`src/rtl/skew_feeder_pkg.sv`:
```
// Shared types and helpers for the skew feeder: FSM state encoding and
// the lane-slice helper used to locate one lane inside a packed vector.
package feeder_pkg;

  // Feeder stream states.
  typedef enum logic [1:0] {
    IDLE   = 2'd0,
    STREAM = 2'd1,
    FLUSH  = 2'd2
  } feeder_state_t;

  // Default element width, matching the PE operand width.
  localparam int unsigned FEEDER_DEFAULT_BW = 8;

  // Lowest bit of lane 'lane' in a packed vector of 'width'-bit elements.
  function automatic int lane_lo(input int lane, input int width);
    return lane * width;
  endfunction

endpackage

```
`src/rtl/skew_line.sv`:
```
// Fixed-depth, reset-to-zero shift register: one per lane, depth sets the
// diagonal skew of that lane.
module skew_line #(
  parameter int BW    = 8,
  parameter int DEPTH = 1
) (
  input  logic          i_clock,
  input  logic          i_reset,
  input  logic [BW-1:0] i_din,
  output logic [BW-1:0] o_dout
);

  logic [DEPTH-1:0][BW-1:0] r_shift;

  // Shift one stage every cycle; reset flushes the whole line to zero.
  always_ff @(posedge i_clock) begin
    if (i_reset) begin
      r_shift <= '0;
    end else begin
      r_shift[0] <= i_din;
      for (int k = 1; k < DEPTH; k++) begin
        r_shift[k] <= r_shift[k-1];
      end
    end
  end

  assign o_dout = r_shift[DEPTH-1];

endmodule

```
`src/rtl/skew_feeder.sv`:
```
// Skew feeder: accepts N-lane operand vectors and presents lane j delayed by
// j+1 cycles, forming the diagonal wavefront a systolic PE array expects.
// After the last vector it refuses input for N cycles while the wavefront
// drains, pulsing o_done when the final element leaves lane N-1.
module skew_feeder
  import feeder_pkg::*;
#(
  parameter int BW = 8,
  parameter int N  = 4
) (
  input  logic            i_clock,
  input  logic            i_reset,
  input  logic            i_valid,
  input  logic [N*BW-1:0] i_data,
  input  logic            i_last,
  output logic            o_ready,
  output logic [N*BW-1:0] o_lane,
  output logic            o_active,
  output logic            o_done,
  output feeder_state_t   o_state
);

  localparam int CW = $clog2(N);

  feeder_state_t   r_state;
  logic [CW-1:0]   r_cnt;
  logic            r_ready;
  logic            r_active;
  logic            r_done;
  logic            w_accept;
  logic [N*BW-1:0] w_lane_in;

  assign w_accept = i_valid && r_ready;
  // Idle cycles inject zeros so the lanes stay mutually aligned.
  assign w_lane_in = w_accept ? i_data : '0;

  for (genvar j = 0; j < N; j++) begin : g_lane
    skew_line #(
      .BW   (BW),
      .DEPTH(j + 1)
    ) u_line (
      .i_clock(i_clock),
      .i_reset(i_reset),
      .i_din  (w_lane_in[lane_lo(j, BW) +: BW]),
      .o_dout (o_lane[lane_lo(j, BW) +: BW])
    );
  end

  // Stream FSM with registered ready/active/done; done is raised on the
  // edge that moves the flush counter to zero, i.e. for the final FLUSH cycle.
  always_ff @(posedge i_clock) begin
    if (i_reset) begin
      r_state  <= IDLE;
      r_cnt    <= '0;
      r_ready  <= 1'b1;
      r_active <= 1'b0;
      r_done   <= 1'b0;
    end else begin
      case (r_state)
        IDLE, STREAM: begin
          r_done <= 1'b0;
          if (w_accept) begin
            r_active <= 1'b1;
            if (i_last) begin
              r_state <= FLUSH;
              r_cnt   <= CW'(N - 1);
              r_ready <= 1'b0;
            end else begin
              r_state <= STREAM;
            end
          end
        end
        FLUSH: begin
          if (r_cnt == '0) begin
            r_state  <= IDLE;
            r_ready  <= 1'b1;
            r_active <= 1'b0;
            r_done   <= 1'b0;
          end else begin
            r_cnt  <= r_cnt - 1'b1;
            r_done <= (r_cnt == CW'(1));
          end
        end
        default: begin
          r_state  <= IDLE;
          r_cnt    <= '0;
          r_ready  <= 1'b1;
          r_active <= 1'b0;
          r_done   <= 1'b0;
        end
      endcase
    end
  end

  assign o_ready  = r_ready;
  assign o_active = r_active;
  assign o_done   = r_done;
  assign o_state  = r_state;

endmodule
```
`config.mk`:
```
export PLATFORM = sky130hd
export DESIGN_NAME = skew_feeder
export DESIGN_NICKNAME = d
export VERILOG_FILES = /design/src/rtl/skew_feeder_pkg.sv /design/src/rtl/skew_line.sv /design/src/rtl/skew_feeder.sv
export SDC_FILE = /design/constraint.sdc
export NUM_CORES = 1
export LEC_CHECK = 0
export BUFFER_PORTS_ARGS = -buffer_cell sky130_fd_sc_hd__buf_2
export CAP_MARGIN = 20
export CORE_MARGIN = 8
export CORE_UTILIZATION = 47
export CTS_CLUSTER_DIAMETER = 200
export DETAILED_ROUTE_END_ITERATION = 8
export PLACE_DENSITY = 0.73
export SLEW_MARGIN = 25
export SYNTH_ARGS = -nofsm -noshare
export SYNTH_HDL_FRONTEND = slang
export SYNTH_SLANG_ARGS = --single-unit
export TNS_END_PERCENT = 100
```
`constraint.sdc`:
```
create_clock -name i_clock -period 1.3 [get_ports i_clock]
set_input_delay 0.26 -clock i_clock [delete_from_list [all_inputs] [get_ports i_clock]]
set_output_delay 0.26 -clock i_clock [all_outputs]
set_load 0.02 [all_outputs]
```
== Yosys cells after proc, flatten, opt, wreduce, memory -nomap -nowiden ==
Index checks and enable logic that the tools add are counted.
Storage, ports and cells
  flip-flop bits (word level): 87
  logic and storage cells: 49
Cells by class
  add/sub/neg operators: 1
  equal/unequal tests: 7
  muxes and demuxes: 15
  bitwise logic cells: 2
  reductions and logical operators: 9
Operator list (number)
  $mux W2: 6
  $ne A2 B2 Y1 const B: 4
  $pmux W2 S2: 2
  $reduce_and A3 Y1: 2
  $mux W1: 5
  $eq A2 B1 Y1 const B: 2
  $logic_not A2 Y1: 2
  $pmux W1 S2: 2
  $reduce_or A2 Y1: 2
  $reduce_or A3 Y1: 1
  $eq A2 B2 Y1 const B: 1
  $not A1 Y1: 2
  $reduce_and A2 Y1: 1
  $sub A2 B1 Y2 const B: 1
  $logic_and A1 B1 Y1: 1

== Logic depth before layout (Yosys ltp) ==
Gate-level depths: netlist of run 1.
  depth in word-level cells: 4
  mapped depth: 5

== Modules after synthesis ==
A second synthesis of run 1 with hierarchy kept.
Unflattened totals
  cell total of the unflattened synthesis: 263
  area total of the unflattened synthesis: 2974.1 um^2
Modules (own cells, without submodules)
  skew_line (g_lane[3].u_line): times used 1, cells an instance 75, area each 923.4 um^2, seq. area each 640.6 um^2
  skew_line (g_lane[2].u_line): times used 1, cells an instance 58, area each 753.2 um^2, seq. area each 480.5 um^2
  skew_feeder: times used 1, cells an instance 73, area each 563.0 um^2, seq. area each 140.1 um^2
  skew_line (g_lane[1].u_line): times used 1, cells an instance 41, area each 524.3 um^2, seq. area each 320.3 um^2
  skew_line (g_lane[0].u_line): times used 1, cells an instance 16, area each 210.2 um^2, seq. area each 160.2 um^2

== Worst setup path after synthesis of run 1 ==
OpenSTA, ideal clock, no wires.
  path kind: register -> register
  start: register r_cnt[0]
  end: register r_cnt[1]
  setup time: 0.059 ns
  arrival time: 1.079 ns
  required time: 1.241 ns
  slack: 0.161 ns
  stages on the path, launching flop included: 6
  period minus slack after synthesis: 1.139 ns
  path through: dfxtp_1 inv_1 ha_1 nor2b_1 o21ai_0 o311a_1
On the way
  longest elaborated chain between the ends: 3
  elaborated cells on any way between the ends: 6
  classes of those cells: add/sub: 1; eq/ne: 1; mux: 2; reduce/logical: 2
RTL lines
  from (decl): line skew_feeder.sv:26  | logic [CW-1:0] r_cnt;
  from (signal assigned): line skew_feeder.sv:66  | r_cnt <= CW'(N - 1);
  from (signal assigned): line skew_feeder.sv:80  | r_cnt <= r_cnt - 1'b1;
  $sub A2 B1 Y2 or $logic_not A2 Y1 (tied branches): line skew_feeder.sv:80, skew_feeder.sv:74
  $mux W2 or $ne A2 B2 Y1 (tied branches)
  $pmux W2 S2 or $reduce_and A3 Y1 (tied branches)
Several ways; a longest one is shown, not always the timed one. The select of a mux whose other input is x is not followed.
A chain may end at the register's enable or synchronous reset.

== Worst setup path in the final report of run 1 ==
  start: register r_state[1] (netlist: o_state[1])
  end: output o_state[1]
RTL lines
  from (decl): line skew_feeder.sv:25  | feeder_state_t r_state;
  from (signal assigned): line skew_feeder.sv:53  | r_state <= IDLE;
  from (signal assigned): line skew_feeder.sv:65  | r_state <= FLUSH;
  from (signal assigned): line skew_feeder.sv:69  | r_state <= STREAM;
  to (decl): line skew_feeder.sv:20  | output feeder_state_t o_state
No word-level cell between the ends.

==> metrics, run 1 <==
status completed; first-pass GRT wire length just under 7000 um; crit path time final approximately 1.2 ns; H-tree levels 3; hold_sp i_data[8]; vias 1,471; CTS tree done; R2R setup slack 0.10 ns; Post-DP HPWL between 2000 and 3000 um; final setup violation count 0; worst-path fanout max 10; mapped cell area 2700 um2; crit-path max cell delay approximately 0.44 ns; main combinational cell family by area after synthesis simple AND/OR/NAND/NOR gates; number of synthesized flops with an enable pin 0; CP Capture Type output pin; Compound-Gate Fraction of Synth Area under 10%; CP bufs+invs 1; clock sinks 87; DRC Markers 0; Initial DRT Pass Iterations 4; syn avg cell area about 12 um2; largest area contributor in the netlist dfxtp_1; fmax 809 MHz; total global routing overflow 0; Worst Max-Slew Pin Slew 0.337 ns; clk_lat worst skew approximately 0.34 ns; xor and xnor fraction of the mapped netlist area 0%; n_diodes 0; Worst Path Class, Setup reg -> out; hold path cells 2; DRT antenna net count 0; setup bufs post-CTS 0; GRT Resource Usage Total between 10% and 20%; crit-path leading delay family flip-flops; reg2reg path depth 5; largest cells by area after synthesis dfxtp_1, nor2b_1, and2_1; Setup crit start kind flop; WP data required roughly 1.0 ns; num rows 27; Final period util around 95%; setup TNS 0 ns; 1st-iter DRT viols 30; Via density 4.12; Post-Route WL approximately 4000 um; unrepaired setup endpoints after global routing no; area delta synth->final 16.9%; clock buffer depth 2; routed length per placed instance roughly 11 um; Leak approximately 1.4 nW; Post-synth ARST share 0%; CTS Hold Buffers Added 0; layout cells sized above 1 34.0%; I/O pins 73; CTS buffer count 9; synth cell count leaders dfxtp_1, nor2b_1, and2_1; Max Slew Vio Count 0; Levels on crit path 1; Seq/Total Area, Yosys around 65%; Synth Flop Type dfxtp_1; Die X ~92 um; Yosys reg bits 87; worst-case hold path end point g_lane[1].u_line.r_shift[0]$_SDFF_PP0_; largest net degree at the start of global routing 33; Max-cap violations 0; Post-Synth Simple-Gate Area between 20% and 30%; initial antenna violation count 0; RD Place Congestion between 0.7 and 0.8; Core Area approximately 5500 um2; Ys Warns 0; Adder-Cell Fraction of Synth Area less than 1%; Worst-path clk slew around 0.09 ns; CP max-delay cell dfxtp_2; top-area cell type share of the netlist area roughly 65%; mux share of post-synthesis cell area 0.371%; Synth cell types 24; Port Buffers 72; CP cell instances buf_2; Post-Route Skew 0.0102 ns; Max-slew headroom around 78%; PwrDens 1650 nW/um2; Hold Vio Cnt, Final 0; reg2reg end r_cnt[1]$_SDFFE_PP0P_; nets@finish around 320; vias in the first global route roughly 1,500; most common cell in the netlist dfxtp_1; maximum vdd drop 0.974 mV; Cells after Synth 229; crit path DAT just under 1 ns; Inst Count DP approximately 340; Die Y-Extent 91.7 um; Syn Nets between 200 and 300; clock root buffer clkbuf_8; Reg2Reg Launch Point r_cnt[0]$_SDFFE_PP0P_; Die ar. about 8400 um2; worst hold slack around 0.11 ns; power after layout 5.19 mW; Hold Crit Class in -> reg; Non-Filler Instances approximately 360; starting density of the core 48.6%
report_power, final:
group	total [mW]	leakage [nW]	switching [mW]	internal, mW
Sequential	2.82	0.709	0.0489	2.78
Clock	1.98	0.102	0.896	1.08
Combinational	0.384	0.631	0.203	0.181
layer usage:
metal  up-vias  track usage (%)  share of wire, %
li1        785                -                 -
met1       636             10.1                40
met2        43             17.2                50
met3         7             4.89               8.3
met4         0             7.25               2.0
met5         -                0                 0
placed cells by master, fill, tap and decap left out:
cell type	Yosys	final
nand2_2	1	1
nor4_1	1	1
and4b_1	1	1
bufinv_16	0	2
inv_6	0	2
nor2b_1	49	49
buf_12	0	1
a21oi_1	3	3
nor3b_1	1	1
a41oi_1	1	1
nand2b_1	1	1
a2bb2oi_1	1	1
ha_2	0	1
o21ai_0	2	1
clkinvlp_4	0	2
dfxtp_2	0	2
clkbuf_8	0	9
and3_1	1	1
nor2_4	1	1
buf_4	25	2
and2_1	32	32
dfxtp_1	87	85
a2111oi_2	1	1
o21ai_1	0	1
o31ai_2	1	1
ha_1	2	1
inv_1	3	3
mux2i_1	1	1
o311a_1	1	1
nor2_1	4	4
buf_2	6	72
logic make-up (layout without fill, tap and decap cells):
family / after synthesis / in the layout
simple gates: 92 / 92
compound gates: 10 / 10
mux: 1 / 1
flops: 87 / 87
buf+inv: 37 / 93
fa+ha+maj: 2 / 2
state kept, by name, indices dropped and copies added (netlist names):
| name | flops |
|---|---|
| g_lane.u_line.o_dout | 32 |
| g_lane.u_line.r_shift | 48 |
| o_active | 1 |
| o_done | 1 |
| o_ready | 1 |
| o_state | 2 |
| r_cnt | 2 |
stage by stage:
stage | utilization (%) | setup slack (ns) | area, um2
floorplan | - | 0.161 | 2700
global placement | 52.9 | 0.135 | 2930
detailed placement | 52.9 | 0.0408 | 2930
CTS | 56.8 | 0.0226 | 3150
global route | 56.9 | 0.00308 | 3150
finish | 56.9 | 0.0645 | 3150
area by class of cell:
class,count,area [um2]
fillers,496,2390
flip-flops and latches,87,1740
multi-input cells,105,693
repair buffers,75,395
clock buffers,9,124
clock inverters,6,92.6
well taps,72,90.1
inverters,3,11.3
worst max path at each step:
stage,start,slack (ns),to
after floorplan,r_cnt[0]$_SDFFE_PP0P_,0.16,r_cnt[1]$_SDFFE_PP0P_
after global placement,r_cnt[0]$_SDFFE_PP0P_,0.13,r_cnt[1]$_SDFFE_PP0P_
after detailed placement,r_cnt[0]$_SDFFE_PP0P_,0.04,r_cnt[1]$_SDFFE_PP0P_
after CTS,r_cnt[0]$_SDFFE_PP0P_,0.02,r_cnt[1]$_SDFFE_PP0P_
after global routing,o_state[1]$_SDFFE_PP0P_,0.003,o_state[1]
final,o_state[1]$_SDFFE_PP0P_,0.06,o_state[1]
repair_timing:
item | CTS | global route
gates resized for setup | 1 | 3
endpoints found under the setup margin | 1 | 4
hold endpoints to repair | 0 | 0
(Power assumes the default switching activity.)
==> inputs of run 2 (changes only) <==
--- a/config.mk
+++ b/config.mk
@@ -8,10 +8,10 @@
 export BUFFER_PORTS_ARGS = -buffer_cell sky130_fd_sc_hd__buf_2
 export CAP_MARGIN = 20
 export CORE_MARGIN = 8
-export CORE_UTILIZATION = 47
+export CORE_UTILIZATION = 50
 export CTS_CLUSTER_DIAMETER = 200
 export DETAILED_ROUTE_END_ITERATION = 8
-export PLACE_DENSITY = 0.73
+export PLACE_DENSITY = 0.77
 export SLEW_MARGIN = 25
 export SYNTH_ARGS = -nofsm -noshare
 export SYNTH_HDL_FRONTEND = slang
==> metrics, run 2 (same netlist as run 1, synthesis figures left out) <==
status completed; clock buffer depth 2 (unchanged); Final period util 95.3% (+0.22 points); num rows 26 (-3.7%); crit path time final 1.24 ns (+0.00292 ns); largest net degree at the start of global routing 33 (unchanged); Switching Fraction 24.5% (+2.3 points); register share of total power 58.1% (+3.7 points); Die Y-Extent 89.4 um (-2.5%); Max-slew headroom 81.9% (+4.4 points); Setup crit start kind flop; commonest non-fill, non-tap cell in the layout dfxtp_1; Die ar. 8000 um2 (-5.0%); DRT antenna net count 0 (unchanged); most frequent cells in the layout dfxtp_1, buf_2, nor2b_1; Post-Route WL 4050 um (+0.67%); fillcell total 461 (-7.1%); Core Area 5140 um2 (-7.2%); CP Capture Type output pin; CP bufs+invs 1 (unchanged); Int Power 3.68 mW (-8.9%); CTS buffer count 9 (unchanged); area delta synth->final 15.5%; Reg area 1750 um2 (about the same); GRT Resource Usage Total 10.6% (+0.25 points); H-tree levels 3 (unchanged); Die X 89.4 um (-2.5%); vias in the first global route 1,439 (-3.9%); final setup violation count 0 (unchanged); Non-Filler Instances 356 (-0.28%); multi-input logic area 691 um2 (-0.36%); final worst setup slack 0.0616 ns (-0.00292 ns); fmax 807 MHz (-0.24%); logic gate share of total power 7.8% (+0.4 points); Port Buffers 72 (unchanged); number of flip-flops in the largest register 48 (unchanged); nets@finish 319 (unchanged); starting density of the core 52.4% (+3.8 points); PwrDens 1570 nW/um2 (-4.9%); clk_lat worst skew 0.34 ns (about the same); total global routing overflow 0 (unchanged); RD Place Congestion 0.785 (+4.9%); Initial DRT Pass Iterations 4 (unchanged); Max Slew Vio Count 0 (unchanged); Worst-path clk slew 0.09 ns (about the same); vias 1,498 (+1.8%); Hold Crit Class in -> reg; Inst Count DP 340 (-0.58%); Post-Route Skew 0.00755 ns (-0.00261 ns); Clock power frac 34.1% (-4.1 points); I/O pins 73 (unchanged); Hold Vio Cnt, Final 0 (unchanged); Via density 4.21 (+2.1%); P_sw 1.19 mW (+3.8%); unrepaired setup endpoints after global routing no; n_diodes 0 (unchanged); Worst Path Class, Setup reg -> out; routed length per placed instance 11.4 um (+0.95%); DRC Markers 0 (unchanged); Worst Max-Slew Pin Slew 0.271 ns (-0.0663 ns); crit-path leading delay family flip-flops; first-pass GRT wire length 6330 um (-7.6%); crit path DAT 0.98 ns (about the same); CTS Hold Buffers Added 0 (unchanged); CP max-delay cell dfxtp_2; clock sinks 87 (unchanged); 1st-iter DRT viols 33 (+10%); worst slack at placement -0.0215 ns (-0.0622 ns); layout cells sized above 1 33.9% (-0.12 points); Biggest register g_lane.u_line.r_shift; initial antenna violation count 0 (unchanged); clock root buffer clkbuf_8; worst-path fanout max 10 (unchanged); Leak 1.43 nW (-0.83%); WP data required 1.04 ns (about the same); Max-cap violations 0 (unchanged); crit-path max cell delay 0.44 ns (about the same); CP cell instances buf_2; worst hold slack 0.109 ns (-0.00277 ns); CTS tree done; maximum vdd drop 1.02 mV (+4.8%); Post-DP HPWL 2910 um (+1.8%)
[run 2: cell count changes in the layout (fill, tap and decap cells not counted)]
cell        previous run  this run
ha_2                   1         0
clkbuf_1               0         1
ha_1                   1         2
inv_6                  2         1
inv_8                  0         1
bufinv_16              2         0
dfxtp_2                2         3
dfxtp_1               85        84
clkinvlp_4             2         1
clkinv_4               0         3
[run 2: area by class of cell]
class / instances / share of cell area, %
Clock buffer: 10 / 4.10
Clock inverter: 6 / 1.73
Inverter: 3 / 0.362
Multi-Input combinational cell: 105 / 22.2
Sequential cell: 87 / 56.1
Tap cell: 70 / 2.81
Timing Repair Buffer: 75 / 12.7
[run 2: what timing repair did]
| item | in CTS | in global routing |
|---|---|---|
| setup endpoints to repair | 2 | 3 |
| gates resized for setup | 2 | 2 |
| gates cloned | 0 | 0 |
| buffers inserted | 0 | 0 |
[run 2: through the flow]
stage	total power, mW	area, um2	TNS [ns]	util, %
floorplan	3.16	2700	0	-
global placement	3.25	2930	0	56.9
detailed placement	3.28	2930	-0.0215	56.9
CTS	4.94	3110	0	60.5
global route	5.14	3110	0	60.5
finish	4.87	3110	0	60.5
[run 2: worst register-to-register path, delay by kind of cell (launching register included)]
family          cells  cell delay [ns]
simple gates        1             0.21
flops               1             0.37
fa+ha+maj           1             0.26
compound gates      2             0.24
buf+inv             1             0.05
[run 2: final timing paths]
check / startpoint / to / slack [ns] / cells after the start
max: o_state[1]$_SDFFE_PP0P_ / o_state[1] / 0.06 / 1
min: i_data[2] / g_lane[0].u_line.o_dout[2]$_SDFF_PP0_ / 0.11 / 2
max reg2reg: r_cnt[0]$_SDFFE_PP0P_ / r_cnt[0]$_SDFFE_PP0P_ / 0.09 / 5
min reg2reg: g_lane[3].u_line.r_shift[15]$_SDFF_PP0_ / g_lane[3].u_line.r_shift[23]$_SDFF_PP0_ / 0.44 / 1
[run 2: metal layers]
metal,vias to the layer above,track usage (%),share of wire (%)
li1,787,-,-
met5,-,0,0
met2,60,16.8,48
met4,0,6.80,2.4
met3,13,4.96,8.7
met1,638,11.2,41
[run 2: power groups by stage]
stage | Combinational, mW | Sequential, mW | Clock [mW]
6_report | 0.382 | 2.83 | 1.66
3_5_place_dp | 0.387 | 2.89 | 0
2_1_floorplan | 0.250 | 2.91 | 0
5_1_grt | 0.421 | 2.84 | 1.88
4_1_cts | 0.389 | 2.83 | 1.73
3_3_place_gp | 0.374 | 2.88 | 0
==> inputs of run 3 (changes only) <==
==> constraint.sdc (replaced) <==
create_clock -name i_clock -period 1.3 [get_ports i_clock]
set_input_delay 0 -clock i_clock [delete_from_list [all_inputs] [get_ports i_clock]]
set_output_delay 0 -clock i_clock [all_outputs]
set_load 0.02 [all_outputs]
==> metrics, run 3 (same netlist as run 1, synthesis figures left out) <==
fillcell total 409 (-11%); Die ar. 8000 um2 (unchanged); number of flip-flops in the largest register 48 (unchanged); clock root buffer clkbuf_8; Leak 1.59 nW (+11%); nets@finish 352 (+10%); WP data required 1.56 ns (+0.52 ns); initial antenna violation count 0 (unchanged); clock sinks 87 (unchanged); H-tree levels 3 (unchanged); total global routing overflow 0 (unchanged); Worst-path clk slew 0.08 ns (about the same); unrepaired setup endpoints after global routing no; Port Buffers 72 (unchanged); RD Place Congestion 0.745 (-5.0%); Setup crit start kind flop; Max-cap violations 0 (unchanged); Worst Path Class, Setup reg -> reg; Max-slew headroom 78.0% (-3.9 points); final setup violation count 0 (unchanged); vias in the first global route 1,582 (+9.9%); Max Slew Vio Count 0 (unchanged); Worst Max-Slew Pin Slew 0.329 ns (+0.0585 ns); most frequent cells in the layout dfxtp_1, buf_2, nor2b_1; DRT antenna net count 0 (unchanged); Switching Fraction 22.7% (-1.8 points); 1st-iter DRT viols 58 (+76%); status completed; final worst setup slack 0.0911 ns (+0.0295 ns); Final period util 93.0% (-2.3 points); layout cells sized above 1 29.9% (-4.0 points); Via density 4.11 (-2.3%); CTS buffer count 9 (unchanged); Clock power frac 37.9% (+3.8 points); Initial DRT Pass Iterations 3 (-1); num rows 26 (unchanged); starting density of the core 52.4% (unchanged); register share of total power 53.2% (-4.9 points); GRT Resource Usage Total 12.5% (+1.9 points); I/O pins 73 (unchanged); clk_lat worst skew 0.34 ns (about the same); CTS tree done; Biggest register g_lane.u_line.r_shift; clock buffer depth 2 (unchanged); maximum vdd drop 0.752 mV (-26%); Post-Route WL 4630 um (+15%); first-pass GRT wire length 7290 um (+15%); logic gate share of total power 8.9% (+1.1 points); Core Area 5140 um2 (unchanged); P_sw 1.20 mW (+0.84%); Hold Vio Cnt, Final 0 (unchanged); vias 1,600 (+6.8%); Die Y-Extent 89.4 um (unchanged); PwrDens 1520 nW/um2 (-3.0%); Post-Route Skew 0.00644 ns (-0.00111 ns); DRC Markers 0 (unchanged); worst hold slack 0.114 ns (+0.00411 ns); worst-path fanout max 6 (-4); largest net degree at the start of global routing 49 (+48%); crit path DAT 1.47 ns (+0.49 ns); crit path time final 1.21 ns (-0.0295 ns); Hold Crit Class in -> reg; CP Capture Type flop; commonest non-fill, non-tap cell in the layout dfxtp_1; setup TNS 0 ns (unchanged); Int Power 4.11 mW (+12%); Post-DP HPWL 2670 um (-8.1%); area delta synth->final 29.8%; worst slack at placement 0.0363 ns (+0.0578 ns); routed length per placed instance 11.9 um (+4.8%); Die X 89.4 um (unchanged); fmax 827 MHz (+2.4%)
## run 3: area by class of cell
cell class / instances / area [um2] / area share, %
Tap cell: 70 / 87.6 / 2.50
Clock buffer: 9 / 124 / 3.54
Clock inverter: 6 / 92.6 / 2.65
Multi-Input combinational cell: 105 / 696 / 19.9
Sequential cell: 87 / 1740 / 49.8
Timing Repair Buffer: 108 / 741 / 21.2
Antenna cell: 1 / 2.50 / 0.0716
Inverter: 3 / 11.3 / 0.322
## run 3: metrics by stage
| step | instances | area (um2) | utilization, % | total power [mW] |
|---|---|---|---|---|
| floorplan | 229 | 2700 | - | 3.16 |
| global placement | 339 | 2930 | 57.0 | 3.26 |
| detailed placement | 339 | 2930 | 57.0 | 3.27 |
| CTS | 388 | 3490 | 67.9 | 5.35 |
| global route | 388 | 3490 | 68.0 | 5.56 |
| finish | 389 | 3500 | 68.0 | 5.31 |
## run 3: power groups by stage
stage,logic [mW],clock network (mW),registers [mW]
2_1_floorplan,0.250,0,2.91
3_3_place_gp,0.375,0,2.88
3_5_place_dp,0.387,0,2.89
4_1_cts,0.468,2.06,2.82
5_1_grt,0.513,2.21,2.84
6_report,0.471,2.01,2.83
## run 3: layer usage
layer	global-route usage [%]	share of wire, %	up-vias
met4	10.3	1.7	0
met5	0	0	-
met2	19.8	49	48
met1	13.2	42	694
li1	-	-	850
met3	4.41	6.8	8
## run 3: critical path, cell delays in order, from the launching register on
cell and delay (ns):
dfxtp_2 0.37, inv_1 0.06, ha_1 0.27, nor3b_2 0.19
a21oi_1 0.08, o31ai_2 0.17
## run 3: repair_timing
item,4_1_cts,5_1_grt
hold endpoints to repair,35,0
hold buffers,34,0
endpoints found under the setup margin,0,2
buffers inserted,0,0
resized for setup,0,2
## run 3: path summary, 6_finish.rpt
path	start	to	slack, ns	depth (start not counted)
worst min-delay path	i_last	o_state[0]$_SDFFE_PP0P_	0.11	3
worst min register to register	g_lane[1].u_line.r_shift[7]$_SDFF_PP0_	g_lane[1].u_line.o_dout[7]$_SDFF_PP0_	0.43	1
worst max register to register	r_cnt[0]$_SDFFE_PP0P_	r_cnt[0]$_SDFFE_PP0P_	0.09	5
worst max-delay path	r_cnt[0]$_SDFFE_PP0P_	r_cnt[0]$_SDFFE_PP0P_	0.09	5
